**src/rtl/mem_stage_if.sv**
```systemverilog
// Data-memory port of the memory-access stage.
//
// Handshake: the stage raises exactly one of dmem_read/dmem_write together
// with dmem_address, dmem_mbe and dmem_wdata. It holds all of them stable
// until the memory answers with a single-cycle dmem_resp pulse. dmem_rdata
// is only meaningful in the cycle dmem_resp is high. A dmem_resp that
// arrives while no request is raised is ignored.
//
// Modports:
//   master - the mem_stage side (drives the request, samples the response)
//   slave  - the memory side (samples the request, drives the response)
interface mem_stage_if;
  logic [31:0] dmem_address;
  logic        dmem_read;
  logic        dmem_write;
  logic [3:0]  dmem_mbe;
  logic [31:0] dmem_wdata;
  logic [31:0] dmem_rdata;
  logic        dmem_resp;

  modport master (
    output dmem_address, dmem_read, dmem_write, dmem_mbe, dmem_wdata,
    input  dmem_rdata, dmem_resp
  );

  modport slave (
    input  dmem_address, dmem_read, dmem_write, dmem_mbe, dmem_wdata,
    output dmem_rdata, dmem_resp
  );
endinterface

```
**src/rtl/mem_stage.sv**
```systemverilog
// Memory-access stage of the CP1 pipelined RV32I core (EX/MEM -> MEM/WB).
//
// Issues data-memory loads and stores, aligns store data and byte enables,
// sign/zero-extends load data and registers the writeback result. It stalls
// the upstream pipeline while an access is outstanding. Non-memory ops
// forward alu_out with a latency of one cycle.
//
// Ports:
//   clk, rst          clock, synchronous active-high reset
//   in_*              EX/MEM control and data fields
//   dmem              data-memory request/response (mem_stage_if.master)
//   mem_stall         freezes the upstream stages and the EX/MEM latch
//   wb_*              MEM/WB latch contents
//   stall_cycles      saturating count of cycles with mem_stall high
//   wb_misalign       misaligned-access flag (only with MEM_MISALIGN_TRAP_EN)
//   dbg_state         current FSM state (0 = IDLE, 1 = BUSY)
//
// Build option MEM_MISALIGN_TRAP_EN: misaligned half/word accesses are not
// issued and are flagged on wb_misalign instead. When the option is off, the
// low address bits are dropped for half/word accesses.
module mem_stage #(
  parameter int STALL_CNT_W = 16
) (
  input  logic                   clk,
  input  logic                   rst,
  input  logic                   in_valid,
  input  logic                   in_dmem_read,
  input  logic                   in_dmem_write,
  input  logic [2:0]             in_funct3,
  input  logic                   in_load_regfile,
  input  logic [4:0]             in_rd,
  input  logic [31:0]            in_alu_out,
  input  logic [31:0]            in_rs2_out,
  mem_stage_if.master            dmem,
  output logic                   mem_stall,
  output logic                   wb_valid,
  output logic [4:0]             wb_rd,
  output logic                   wb_load_regfile,
  output logic [31:0]            wb_data,
  output logic [STALL_CNT_W-1:0] stall_cycles,
`ifdef MEM_MISALIGN_TRAP_EN
  output logic                   wb_misalign,
`endif
  output logic                   dbg_state
);
  typedef enum logic {IDLE = 1'b0, BUSY = 1'b1} state_t;

  state_t                 state_q, state_d;
  logic [31:0]            addr_q, addr_d;     // full effective address
  logic [3:0]             mbe_q, mbe_d;
  logic [31:0]            wdata_q, wdata_d;
  logic                   rd_req_q, rd_req_d;
  logic                   wr_req_q, wr_req_d;
  logic [2:0]             funct3_q, funct3_d;
  logic [4:0]             rd_q, rd_d;
  logic                   lreg_q, lreg_d;
  logic                   wb_valid_q, wb_valid_d;
  logic [4:0]             wb_rd_q, wb_rd_d;
  logic                   wb_lreg_q, wb_lreg_d;
  logic [31:0]            wb_data_q, wb_data_d;
  logic [STALL_CNT_W-1:0] stall_q, stall_d;
`ifdef MEM_MISALIGN_TRAP_EN
  logic                   misalign_q, misalign_d;
  logic                   trap;
`endif

  logic        is_mem, issue;
  logic        in_byte, in_half;
  logic [1:0]  in_off;
  logic [3:0]  in_mbe;
  logic [31:0] in_wdata;
  logic [31:0] load_val;

  // Access size from funct3[1:0]: 00 byte, 01 half, anything else is a word
  // (this also covers the undefined encodings).
  always_comb begin
    is_mem  = in_valid & (in_dmem_read | in_dmem_write);
    in_byte = (in_funct3[1:0] == 2'b00);
    in_half = (in_funct3[1:0] == 2'b01);
    in_off  = in_alu_out[1:0];
    if (in_byte) begin
      in_mbe   = 4'b0001 << in_off;
      in_wdata = in_rs2_out << {in_off, 3'b000};
    end else if (in_half) begin
      in_mbe   = 4'b0011 << {in_off[1], 1'b0};
      in_wdata = in_rs2_out << {in_off[1], 4'b0000};
    end else begin
      in_mbe   = 4'b1111;
      in_wdata = in_rs2_out;
    end
`ifdef MEM_MISALIGN_TRAP_EN
    trap  = is_mem & ((in_half & in_off[0]) | (!in_byte && !in_half && in_off != 2'b00));
    issue = is_mem & !trap;
`else
    issue = is_mem;
`endif
  end

  // Load extraction uses the offset latched at issue; funct3[2] selects zero-extension.
  always_comb begin
    case (funct3_q[1:0])
      2'b00: begin
        load_val = {24'h0, dmem.dmem_rdata[{addr_q[1:0], 3'b000} +: 8]};
        if (!funct3_q[2] && load_val[7]) load_val[31:8] = 24'hFF_FFFF;
      end
      2'b01: begin
        load_val = {16'h0, dmem.dmem_rdata[{addr_q[1], 4'b0000} +: 16]};
        if (!funct3_q[2] && load_val[15]) load_val[31:16] = 16'hFFFF;
      end
      default: load_val = dmem.dmem_rdata;
    endcase
  end

  always_comb begin
    state_d    = state_q;
    addr_d     = addr_q;
    mbe_d      = mbe_q;
    wdata_d    = wdata_q;
    rd_req_d   = rd_req_q;
    wr_req_d   = wr_req_q;
    funct3_d   = funct3_q;
    rd_d       = rd_q;
    lreg_d     = lreg_q;
    wb_valid_d = wb_valid_q;
    wb_rd_d    = wb_rd_q;
    wb_lreg_d  = wb_lreg_q;
    wb_data_d  = wb_data_q;
    mem_stall  = 1'b0;
`ifdef MEM_MISALIGN_TRAP_EN
    misalign_d = 1'b0;
`endif
    case (state_q)
      IDLE: begin
        if (issue) begin
          mem_stall  = 1'b1;
          state_d    = BUSY;
          addr_d     = in_alu_out;
          mbe_d      = in_mbe;
          wdata_d    = in_wdata;
          rd_req_d   = in_dmem_read;               // read wins over write
          wr_req_d   = in_dmem_write & ~in_dmem_read;
          funct3_d   = in_funct3;
          rd_d       = in_rd;
          lreg_d     = in_load_regfile;
          wb_valid_d = 1'b0;
          wb_lreg_d  = 1'b0;
`ifdef MEM_MISALIGN_TRAP_EN
        end else if (trap) begin
          wb_valid_d = 1'b1;
          wb_rd_d    = in_rd;
          wb_lreg_d  = 1'b0;
          wb_data_d  = in_alu_out;
          misalign_d = 1'b1;
`endif
        end else if (in_valid) begin
          wb_valid_d = 1'b1;
          wb_rd_d    = in_rd;
          wb_lreg_d  = in_load_regfile;
          wb_data_d  = in_alu_out;
        end else begin
          wb_valid_d = 1'b0;
          wb_lreg_d  = 1'b0;
        end
      end
      BUSY: begin
        mem_stall  = ~dmem.dmem_resp;
        wb_valid_d = 1'b0;
        if (dmem.dmem_resp) begin
          state_d    = IDLE;
          rd_req_d   = 1'b0;
          wr_req_d   = 1'b0;
          wb_valid_d = 1'b1;
          wb_rd_d    = rd_q;
          wb_lreg_d  = rd_req_q ? lreg_q : 1'b0;
          wb_data_d  = rd_req_q ? load_val : addr_q;
        end
      end
      default: state_d = IDLE;
    endcase
    stall_d = (mem_stall && stall_q != {STALL_CNT_W{1'b1}}) ? stall_q + STALL_CNT_W'(1) : stall_q;
  end

  always_ff @(posedge clk) begin
    if (rst) begin
      state_q    <= IDLE;
      addr_q     <= '0;
      mbe_q      <= '0;
      wdata_q    <= '0;
      rd_req_q   <= 1'b0;
      wr_req_q   <= 1'b0;
      funct3_q   <= '0;
      rd_q       <= '0;
      lreg_q     <= 1'b0;
      wb_valid_q <= 1'b0;
      wb_rd_q    <= '0;
      wb_lreg_q  <= 1'b0;
      wb_data_q  <= '0;
      stall_q    <= '0;
`ifdef MEM_MISALIGN_TRAP_EN
      misalign_q <= 1'b0;
`endif
    end else begin
      state_q    <= state_d;
      addr_q     <= addr_d;
      mbe_q      <= mbe_d;
      wdata_q    <= wdata_d;
      rd_req_q   <= rd_req_d;
      wr_req_q   <= wr_req_d;
      funct3_q   <= funct3_d;
      rd_q       <= rd_d;
      lreg_q     <= lreg_d;
      wb_valid_q <= wb_valid_d;
      wb_rd_q    <= wb_rd_d;
      wb_lreg_q  <= wb_lreg_d;
      wb_data_q  <= wb_data_d;
      stall_q    <= stall_d;
`ifdef MEM_MISALIGN_TRAP_EN
      misalign_q <= misalign_d;
`endif
    end
  end

  assign dmem.dmem_address = {addr_q[31:2], 2'b00};
  assign dmem.dmem_read    = rd_req_q;
  assign dmem.dmem_write   = wr_req_q;
  assign dmem.dmem_mbe     = mbe_q;
  assign dmem.dmem_wdata   = wdata_q;
  assign wb_valid          = wb_valid_q;
  assign wb_rd             = wb_rd_q;
  assign wb_load_regfile   = wb_lreg_q;
  assign wb_data           = wb_data_q;
  assign stall_cycles      = stall_q;
  assign dbg_state         = state_q;
`ifdef MEM_MISALIGN_TRAP_EN
  assign wb_misalign       = misalign_q;
`endif
endmodule

```
**src/flat_wrapper.sv**
```systemverilog
// flat-port wrapper written by rule: the top's interface ports become plain ports
module mem_stage_flat 
#(
  parameter int STALL_CNT_W = 16
)
  (clk, rst, in_valid, in_dmem_read, in_dmem_write, in_funct3, in_load_regfile, in_rd, in_alu_out, in_rs2_out, mem_stall, wb_valid, wb_rd, wb_load_regfile, wb_data, stall_cycles, dbg_state, dmem_dmem_address, dmem_dmem_read, dmem_dmem_write, dmem_dmem_mbe, dmem_dmem_wdata, dmem_dmem_rdata, dmem_dmem_resp);
  mem_stage_if dmem_i ();
  input  logic clk;
  input  logic rst;
  input  logic in_valid;
  input  logic in_dmem_read;
  input  logic in_dmem_write;
  input  logic [2:0] in_funct3;
  input  logic in_load_regfile;
  input  logic [4:0] in_rd;
  input  logic [31:0] in_alu_out;
  input  logic [31:0] in_rs2_out;
  output logic mem_stall;
  output logic wb_valid;
  output logic [4:0] wb_rd;
  output logic wb_load_regfile;
  output logic [31:0] wb_data;
  output logic [STALL_CNT_W-1:0] stall_cycles;
  output logic dbg_state;
  output wire logic [$bits(dmem_i.dmem_address)-1:0] dmem_dmem_address;
  output wire logic [$bits(dmem_i.dmem_read)-1:0] dmem_dmem_read;
  output wire logic [$bits(dmem_i.dmem_write)-1:0] dmem_dmem_write;
  output wire logic [$bits(dmem_i.dmem_mbe)-1:0] dmem_dmem_mbe;
  output wire logic [$bits(dmem_i.dmem_wdata)-1:0] dmem_dmem_wdata;
  input wire logic [$bits(dmem_i.dmem_rdata)-1:0] dmem_dmem_rdata;
  input wire logic [$bits(dmem_i.dmem_resp)-1:0] dmem_dmem_resp;
  assign dmem_dmem_address = dmem_i.dmem_address;
  assign dmem_dmem_read = dmem_i.dmem_read;
  assign dmem_dmem_write = dmem_i.dmem_write;
  assign dmem_dmem_mbe = dmem_i.dmem_mbe;
  assign dmem_dmem_wdata = dmem_i.dmem_wdata;
  assign dmem_i.dmem_rdata = dmem_dmem_rdata;
  assign dmem_i.dmem_resp = dmem_dmem_resp;
  mem_stage #(.STALL_CNT_W(STALL_CNT_W)) u_core (.clk(clk), .rst(rst), .in_valid(in_valid), .in_dmem_read(in_dmem_read), .in_dmem_write(in_dmem_write), .in_funct3(in_funct3), .in_load_regfile(in_load_regfile), .in_rd(in_rd), .in_alu_out(in_alu_out), .in_rs2_out(in_rs2_out), .dmem(dmem_i), .mem_stall(mem_stall), .wb_valid(wb_valid), .wb_rd(wb_rd), .wb_load_regfile(wb_load_regfile), .wb_data(wb_data), .stall_cycles(stall_cycles), .dbg_state(dbg_state));
endmodule
```
**config.mk**
```make
export PLATFORM = sky130hd
export DESIGN_NAME = mem_stage_flat
export DESIGN_NICKNAME = d
export VERILOG_FILES = /design/src/rtl/mem_stage_if.sv /design/src/rtl/mem_stage.sv /design/src/flat_wrapper.sv
export SDC_FILE = /design/constraint.sdc
export NUM_CORES = 1
export LEC_CHECK = 0
export BUFFER_PORTS_ARGS = -buffer_cell sky130_fd_sc_hd__clkbuf_2
export CAP_MARGIN = 20
export CORE_MARGIN = 4
export CORE_UTILIZATION = 48
export CTS_CLUSTER_SIZE = 30
export DETAILED_ROUTE_END_ITERATION = 10
export MAX_ROUTING_LAYER = met4
export PLACE_DENSITY = 0.82
export REMOVE_ABC_BUFFERS = 1
export SYNTH_ARGS = -nofsm -noshare
export SYNTH_HDL_FRONTEND = slang
export SYNTH_SLANG_ARGS = --single-unit
```
**constraint.sdc**
```tcl
create_clock -name clk -period 2.1 [get_ports clk]
set_clock_uncertainty 0.15 [all_clocks]
set_input_delay 0.42 -clock clk [delete_from_list [all_inputs] [get_ports clk]]
set_output_delay 0.42 -clock clk [all_outputs]
set_load 0.1 [all_outputs]
```
==> results.sh, run 1 <==
export IMPL_min_to="u_core.funct3_q[2]"
export IMPL_cts_setup_buffers=0
export IMPL_die_area_sq_um=17300
export IMPL_place_ws_ps=69.4
export IMPL_timing_rr_end="u_core.stall_cycles[14]"
export IMPL_critical_path_buf_inv_count=0
export IMPL_first_pass_iters=5
export IMPL_worstPathCellList="ha_1 -> and2_1 -> nor3b_2 -> nand4_1 -> or3_1 -> a21oi_1"
export IMPL_drc=0
export IMPL_holdCritStartpoint="in_funct3[2]"
export IMPL_rows=44
export IMPL_crit_fanout=5
export IMPL_crit_type="register to register"
export IMPL_syn_area_sq_um=7330
export IMPL_timing_setup_tns_ps=0
export IMPL_insertion_delay_ps=420
export IMPL_synth_top_area_frac=0.369
export IMPL_ys_types=58
export IMPL_regToRegSetupSlack_ps=50
export IMPL_hold_viol=0
export IMPL_synthFlopType="dfxtp_1"
export IMPL_fmaxAchievable_mhz=489
export IMPL_hold_buffers=0
export IMPL_die_h_microns=132
export IMPL_cpLargestDelayFamily="simple AND/OR/NAND/NOR gates"
export IMPL_h_tree_depth=4
export IMPL_pin_count=238
export IMPL_synthCells=944
export IMPL_cp_arrival_ps=2250
export IMPL_totalWireLength_mm=23.7
export IMPL_rr_startpoint="u_core.stall_cycles[1]"
export IMPL_hold_slack_ps=67.8
export IMPL_coreArea_sq_um=14800
export IMPL_rsz0062_at_grt="true"
export IMPL_slew_headroom=0.569
export IMPL_die_w_microns=132
export IMPL_grtUsageTotal=0.272
export IMPL_grt_max_degree=98
export IMPL_cts_root_buf="clkbuf_16"
export IMPL_path_clk_slew_ps=60
export IMPL_start_util=0.497
export IMPL_grt_ovfl_total=0
export IMPL_period_needed_ps=2050
export IMPL_drv_slew=0
export IMPL_seq_area_frac_synth=0.369
export IMPL_crit_cells=6
export IMPL_hold_depth=3
export IMPL_gp_congestion=0.963
export IMPL_min_path_type="primary input to register"
export IMPL_nets=1264
export IMPL_drive_above_1_share=0.310
export IMPL_synth_top_area_cell="dfxtp_1"
export IMPL_antenna_found_initial=1
export IMPL_status="complete, no violations"
export IMPL_avgRoutedWirePerCell_microns=17.6
export IMPL_dr_total_vias=7939
export IMPL_ys_warn_count=0
export IMPL_ant_nets=0
export IMPL_cpMaxStageDelayCell="dfxtp_1"
export IMPL_ys_seq_elements=135
export IMPL_crit_required_ps=2300
export IMPL_area_growth_pct=28.2
export IMPL_grt_pass1_vias=7450
export IMPL_hpwl_mm=16.8
export IMPL_fin_ws_ps=54.3
export IMPL_critPathMaxStageDelay_ps=370
export IMPL_reg2reg_depth=6
export IMPL_ys_async_sr_fraction=0
export IMPL_worstSetupStartpointType="register"
export IMPL_viasPerCell=5.89
export IMPL_multi_input_area_sq_um=4090
export IMPL_drv_cap=0
export IMPL_synthTopCellsByCount="nand2_1 (173), dfxtp_1 (135), a21oi_1 (106), nor2_1 (78), clkbuf_1 (63)"
export IMPL_grt_pass1_wl_mm=37.8
export IMPL_first_iter_violations=653
export IMPL_synthTopCellsByArea="dfxtp_1 (37%), nand2_1 (8.9%), a21oi_1 (7.2%), mux2i_1 (5.3%), nor2_1 (4.0%)"
export IMPL_io_buffers=235
export IMPL_seqCellArea_sq_um=2710
export IMPL_power_density_nw_per_um2=851
export IMPL_clockBufferDepth=2
export IMPL_finalSetupViolations=0
export IMPL_worst_slew_pin_slew_ps=646
export IMPL_cts_tree="yes"
export IMPL_critPathCaptureType="register"
export IMPL_cts_buffers=17
export IMPL_fin_crit_sh=0.974
export IMPL_avgSynthCellArea_sq_um=7.76
export IMPL_synth_edf_count=0
export IMPL_nFillCells=1284
export IMPL_synth_most_common_cell="nand2_1"
export IMPL_vdd_drop_max_uv=535
export IMPL_p_total_w=0.00800
export IMPL_cts_sinks=135
export IMPL_power_leakage_nw=4.02
[where the power goes]
| group | switching (W) | leakage [nW] | internal, W |
|---|---|---|---|
| Combinational | 0.00179 | 2.66 | 0.000568 |
| Clock | 0.00115 | 0.262 | 0.00165 |
| Sequential | 0.000109 | 1.11 | 0.00272 |
[per-stage QoR]
step | instances | utilization | instance area [sq um]
3_3_place_gp | 1317 | 0.598 | 8830
6_report | 1349 | 0.637 | 9390
3_5_place_dp | 1317 | 0.598 | 8830
4_1_cts | 1348 | 0.636 | 9390
2_1_floorplan | 839 | - | 6800
5_1_grt | 1349 | 0.637 | 9390
[worst max path at each step]
stage                           start  slack, ps                 endpoint
4_1_cts              u_core.dbg_state         30                mem_stall
2_1_floorplan        u_core.dbg_state      -2110  u_core.dmem.dmem_mbe[0]
3_5_place_dp           dmem_dmem_resp         70  u_core.stall_cycles[15]
3_3_place_gp           dmem_dmem_resp         90  u_core.stall_cycles[13]
5_1_grt        u_core.stall_cycles[1]        -40  u_core.stall_cycles[14]
6_report       u_core.stall_cycles[1]         50  u_core.stall_cycles[14]
[area by class of cell]
cell class | count | area share
Multi-Input combinational cell | 690 | 0.435
Sequential cell | 135 | 0.288
Timing Repair Buffer | 294 | 0.188
Clock buffer | 20 | 0.0476
Tap cell | 184 | 0.0245
Clock inverter | 11 | 0.0109
Inverter | 14 | 0.00560
Antenna cell | 1 | 0.000266
[state kept, by name, indices dropped and copies added, names as in the netlist]
name and flops:
u_core.funct3_q 3, u_core.dmem.dmem_mbe 4, u_core.wb_load_regfile 1, u_core.wb_rd 5, u_core.addr_q 32, u_core.dmem.dmem_read 1
u_core.dmem.dmem_write 1, u_core.wb_data 32, u_core.rd_q 5, u_core.dmem.dmem_wdata 32, u_core.lreg_q 1, u_core.dbg_state 1
u_core.wb_valid 1, u_core.stall_cycles 16
[kinds of logic (layout without fill, tap and decap cells)]
kind of cell / Yosys count / count (layout) / share of synthesized area
xor+xnor: 9 / 9 / 0.0108
compound gates: 269 / 269 / 0.231
simple gates: 356 / 356 / 0.221
flops: 135 / 135 / 0.369
mux: 53 / 53 / 0.0871
other cells: 1 / 3 / 0.000512
buf+inv: 120 / 339 / 0.0792
fa+ha+maj: 1 / 1 / 0.00171
[worst reg2reg max path: stages (launching register included)]
cell and delay, ps:
dfxtp_1 370, ha_1 200, and2_1 190, nor3b_2 370
nand4_1 210, or3_1 340, a21oi_1 140
[per-layer routing]
metal  global-route usage  up-vias  wire length, microns
li1                     -     3741                     -
met1                0.327     3689                  9580
met2                0.430      425                 11300
met3               0.0508       84                  1950
met4                0.155        0                   862
met5                    -        -                     0
[placed cells by master, fill, tap and decap left out, types with 14 or more instances in the layout]
| master | count |
|---|---|
| a211oi_1 | 22 |
| a21oi_1 | 106 |
| a221oi_1 | 24 |
| buf_4 | 52 |
| clkbuf_16 | 17 |
| clkbuf_2 | 231 |
| dfxtp_1 | 133 |
| mux2i_1 | 38 |
| nand2_1 | 172 |
| nand2b_1 | 20 |
| nor2_1 | 76 |
| nor3_1 | 27 |
| o21ai_0 | 55 |
| o221ai_1 | 14 |
[timing repair]
| action | in CTS | in global routing |
|---|---|---|
| pin swaps | 0 | 1 |
| gates resized for setup | 2 | 1 |
| endpoints found under the setup margin | 1 | 4 |
| cloned | 0 | 0 |
Note: power is estimated with default switching activity, not from simulation.
==> run 2, diff against run 1 <==
- CTS_BUF_LIST: unset -> sky130_fd_sc_hd__clkbuf_8
- REMOVE_ABC_BUFFERS: 1 -> unset
==> run 2 against run 1 <==
- the flow now finishes with violations (negative setup slack)
- routed wire length increased by 2.5%
- critical path depth shrank 2
- design area down 1.3%
- setup slack worse by 98 ps
- global-route usage grew 0.73 points
- combinational power barely moved
- die area unchanged
- critical endpoint is now mem_stall
- via count barely moved
- clock power shrank 27%
- sequential share of layout area is 0.91 points higher
- sequential power about the same
==> results.sh, run 2 (synthesis results as in run 1) <==
export IMPL_crit_required_ps=1530
export IMPL_mostFrequentLayoutCells="clkbuf_2 (231), nand2_1 (172), dfxtp_1 (115)"
export IMPL_cpMaxStageDelayCell="dfxtp_4"
export IMPL_power_density_nw_per_um2=784
export IMPL_critPathMaxStageDelay_ps=370
export IMPL_cts_buffers=17
export IMPL_use_met1=0.349
export IMPL_clockBufferDepth=2
export IMPL_crit_fanout=7
export IMPL_hold_viol=0
export IMPL_antenna_found_initial=0
export IMPL_grt_max_degree=62
export IMPL_grtUsageTotal=0.279
export IMPL_grt_ovfl_total=0
export IMPL_avgRoutedWirePerCell_microns=18.0
export IMPL_period_needed_ps=2140
export IMPL_worstPathCellList="and2b_2 -> a21oi_4 -> clkinvlp_4 -> buf_12"
export IMPL_antenna_cells=0
export IMPL_fmaxAchievable_mhz=466
export IMPL_nets=1260
export IMPL_die_w_microns=132
export IMPL_fin_crit_sh=1.02
export IMPL_dr_total_vias=7941
export IMPL_layout_commonest_cell="clkbuf_2"
export IMPL_crit_type="register to output port"
export IMPL_cp_arrival_ps=1570
export IMPL_drc=0
export IMPL_use_met3=0.0722
export IMPL_rows=44
export IMPL_final_util=0.628
export IMPL_path_clk_slew_ps=80
export IMPL_fin_ws_ps=-44.0
export IMPL_gp_congestion=0.939
export IMPL_grt_pass1_vias=7396
export IMPL_die_h_microns=132
export IMPL_h_tree_depth=4
export IMPL_drive_above_1_share=0.325
export IMPL_cts_root_buf="clkbuf_8"
export IMPL_dp_cells=1310
export IMPL_cts_tree="yes"
export IMPL_hpwl_mm=17.5
export IMPL_io_buffers=235
export IMPL_start_util=0.497
export IMPL_cts_sinks=135
export IMPL_coreArea_sq_um=14800
export IMPL_grt_pass1_wl_mm=38.9
export IMPL_met2_usage=0.445
export IMPL_slew_headroom=0.598
export IMPL_totalWireLength_mm=24.3
export IMPL_first_iter_violations=827
export IMPL_violations="negative setup slack"
export IMPL_area_growth_pct=26.6
export IMPL_p_total_w=0.00727
export IMPL_status="finished, violations left"
export IMPL_insertion_delay_ps=450
export IMPL_worst_slew_pin_slew_ps=602
export IMPL_viasPerCell=5.90
export IMPL_busiest_layer="met2"
export IMPL_drv_cap=0
export IMPL_critPathCaptureType="output port"
export IMPL_layout_cells_non_filler=1345
export IMPL_min_path_type="primary input to register"
export IMPL_worstSetupStartpointType="register"
export IMPL_first_pass_iters=5
export IMPL_drv_slew=0
export IMPL_die_area_sq_um=17300
export IMPL_finalSetupViolations=1
export IMPL_ant_nets=0
export IMPL_timing_setup_tns_ps=-44.0
export IMPL_power_leakage_nw=3.97
export IMPL_pin_count=238
export IMPL_rsz0062_at_grt="true"
export IMPL_vdd_drop_max_uv=448
-- run 2: where the power goes --
part / internal (W) / switching [W] / leakage (nW)
sequential: 0.00271 / 0.000116 / 1.12
combinational: 0.000576 / 0.00180 / 2.64
clock: 0.00104 / 0.00102 / 0.211
total: 0.00433 / 0.00294 / 3.97
-- run 2: what timing repair did --
| item | in CTS | in global routing |
|---|---|---|
| setup endpoints to repair | 1 | 12 |
| buffers inserted | 2 | 1 |
| hold buffers | 0 | 0 |
| pin swaps | 1 | 3 |
| gates resized for setup | 2 | 6 |
-- run 2: final cells by class --
cell class	instances	area [sq um]
Fill cell	1317	5480
Inverter	14	56.3
Sequential cell	135	2760
Clock buffer	21	289
Multi-Input combinational cell	690	4090
Tap cell	184	230
Timing Repair Buffer	290	1770
Clock inverter	11	81.3
-- run 2: metal layers --
layer	part of all wire	routed length (microns)
met1	0.41	9860
met2	0.47	11500
met3	0.096	2320
met4	0.024	591
met5	0	0
-- run 2: critical path, delay by kind of cell (launching register included) --
family / cells / cell delay [ps]
AO/OA/AOI/OAI: 1 / 190
AND/OR/NAND/NOR: 1 / 240
buffers and inverters: 2 / 320
flip-flops: 1 / 370
-- run 2: worst paths after layout --
check / from / end / slack, ps / cells past startpoint
hold / removal: in_alu_out[6] / u_core.addr_q[6] / 50 / 3
hold reg to reg: u_core.dmem.dmem_wdata[2] / u_core.dmem.dmem_wdata[2] / 300 / 2
setup / recovery: u_core.dbg_state / mem_stall / -40 / 4
setup reg to reg: u_core.dbg_state / u_core.stall_cycles[13] / 80 / 6
-- run 2: per-stage QoR --
| stage | instance area [sq um] | hold slack, ps | setup slack [ps] |
|---|---|---|---|
| floorplan | 7380 | 286 | -152 |
| global placement | 8850 | 290 | 19.5 |
| detailed placement | 8850 | 292 | -1.52 |
| CTS | 9250 | 28.8 | -67.7 |
| global route | 9270 | 44.2 | -120 |
| finish | 9270 | 50.5 | -44.0 |
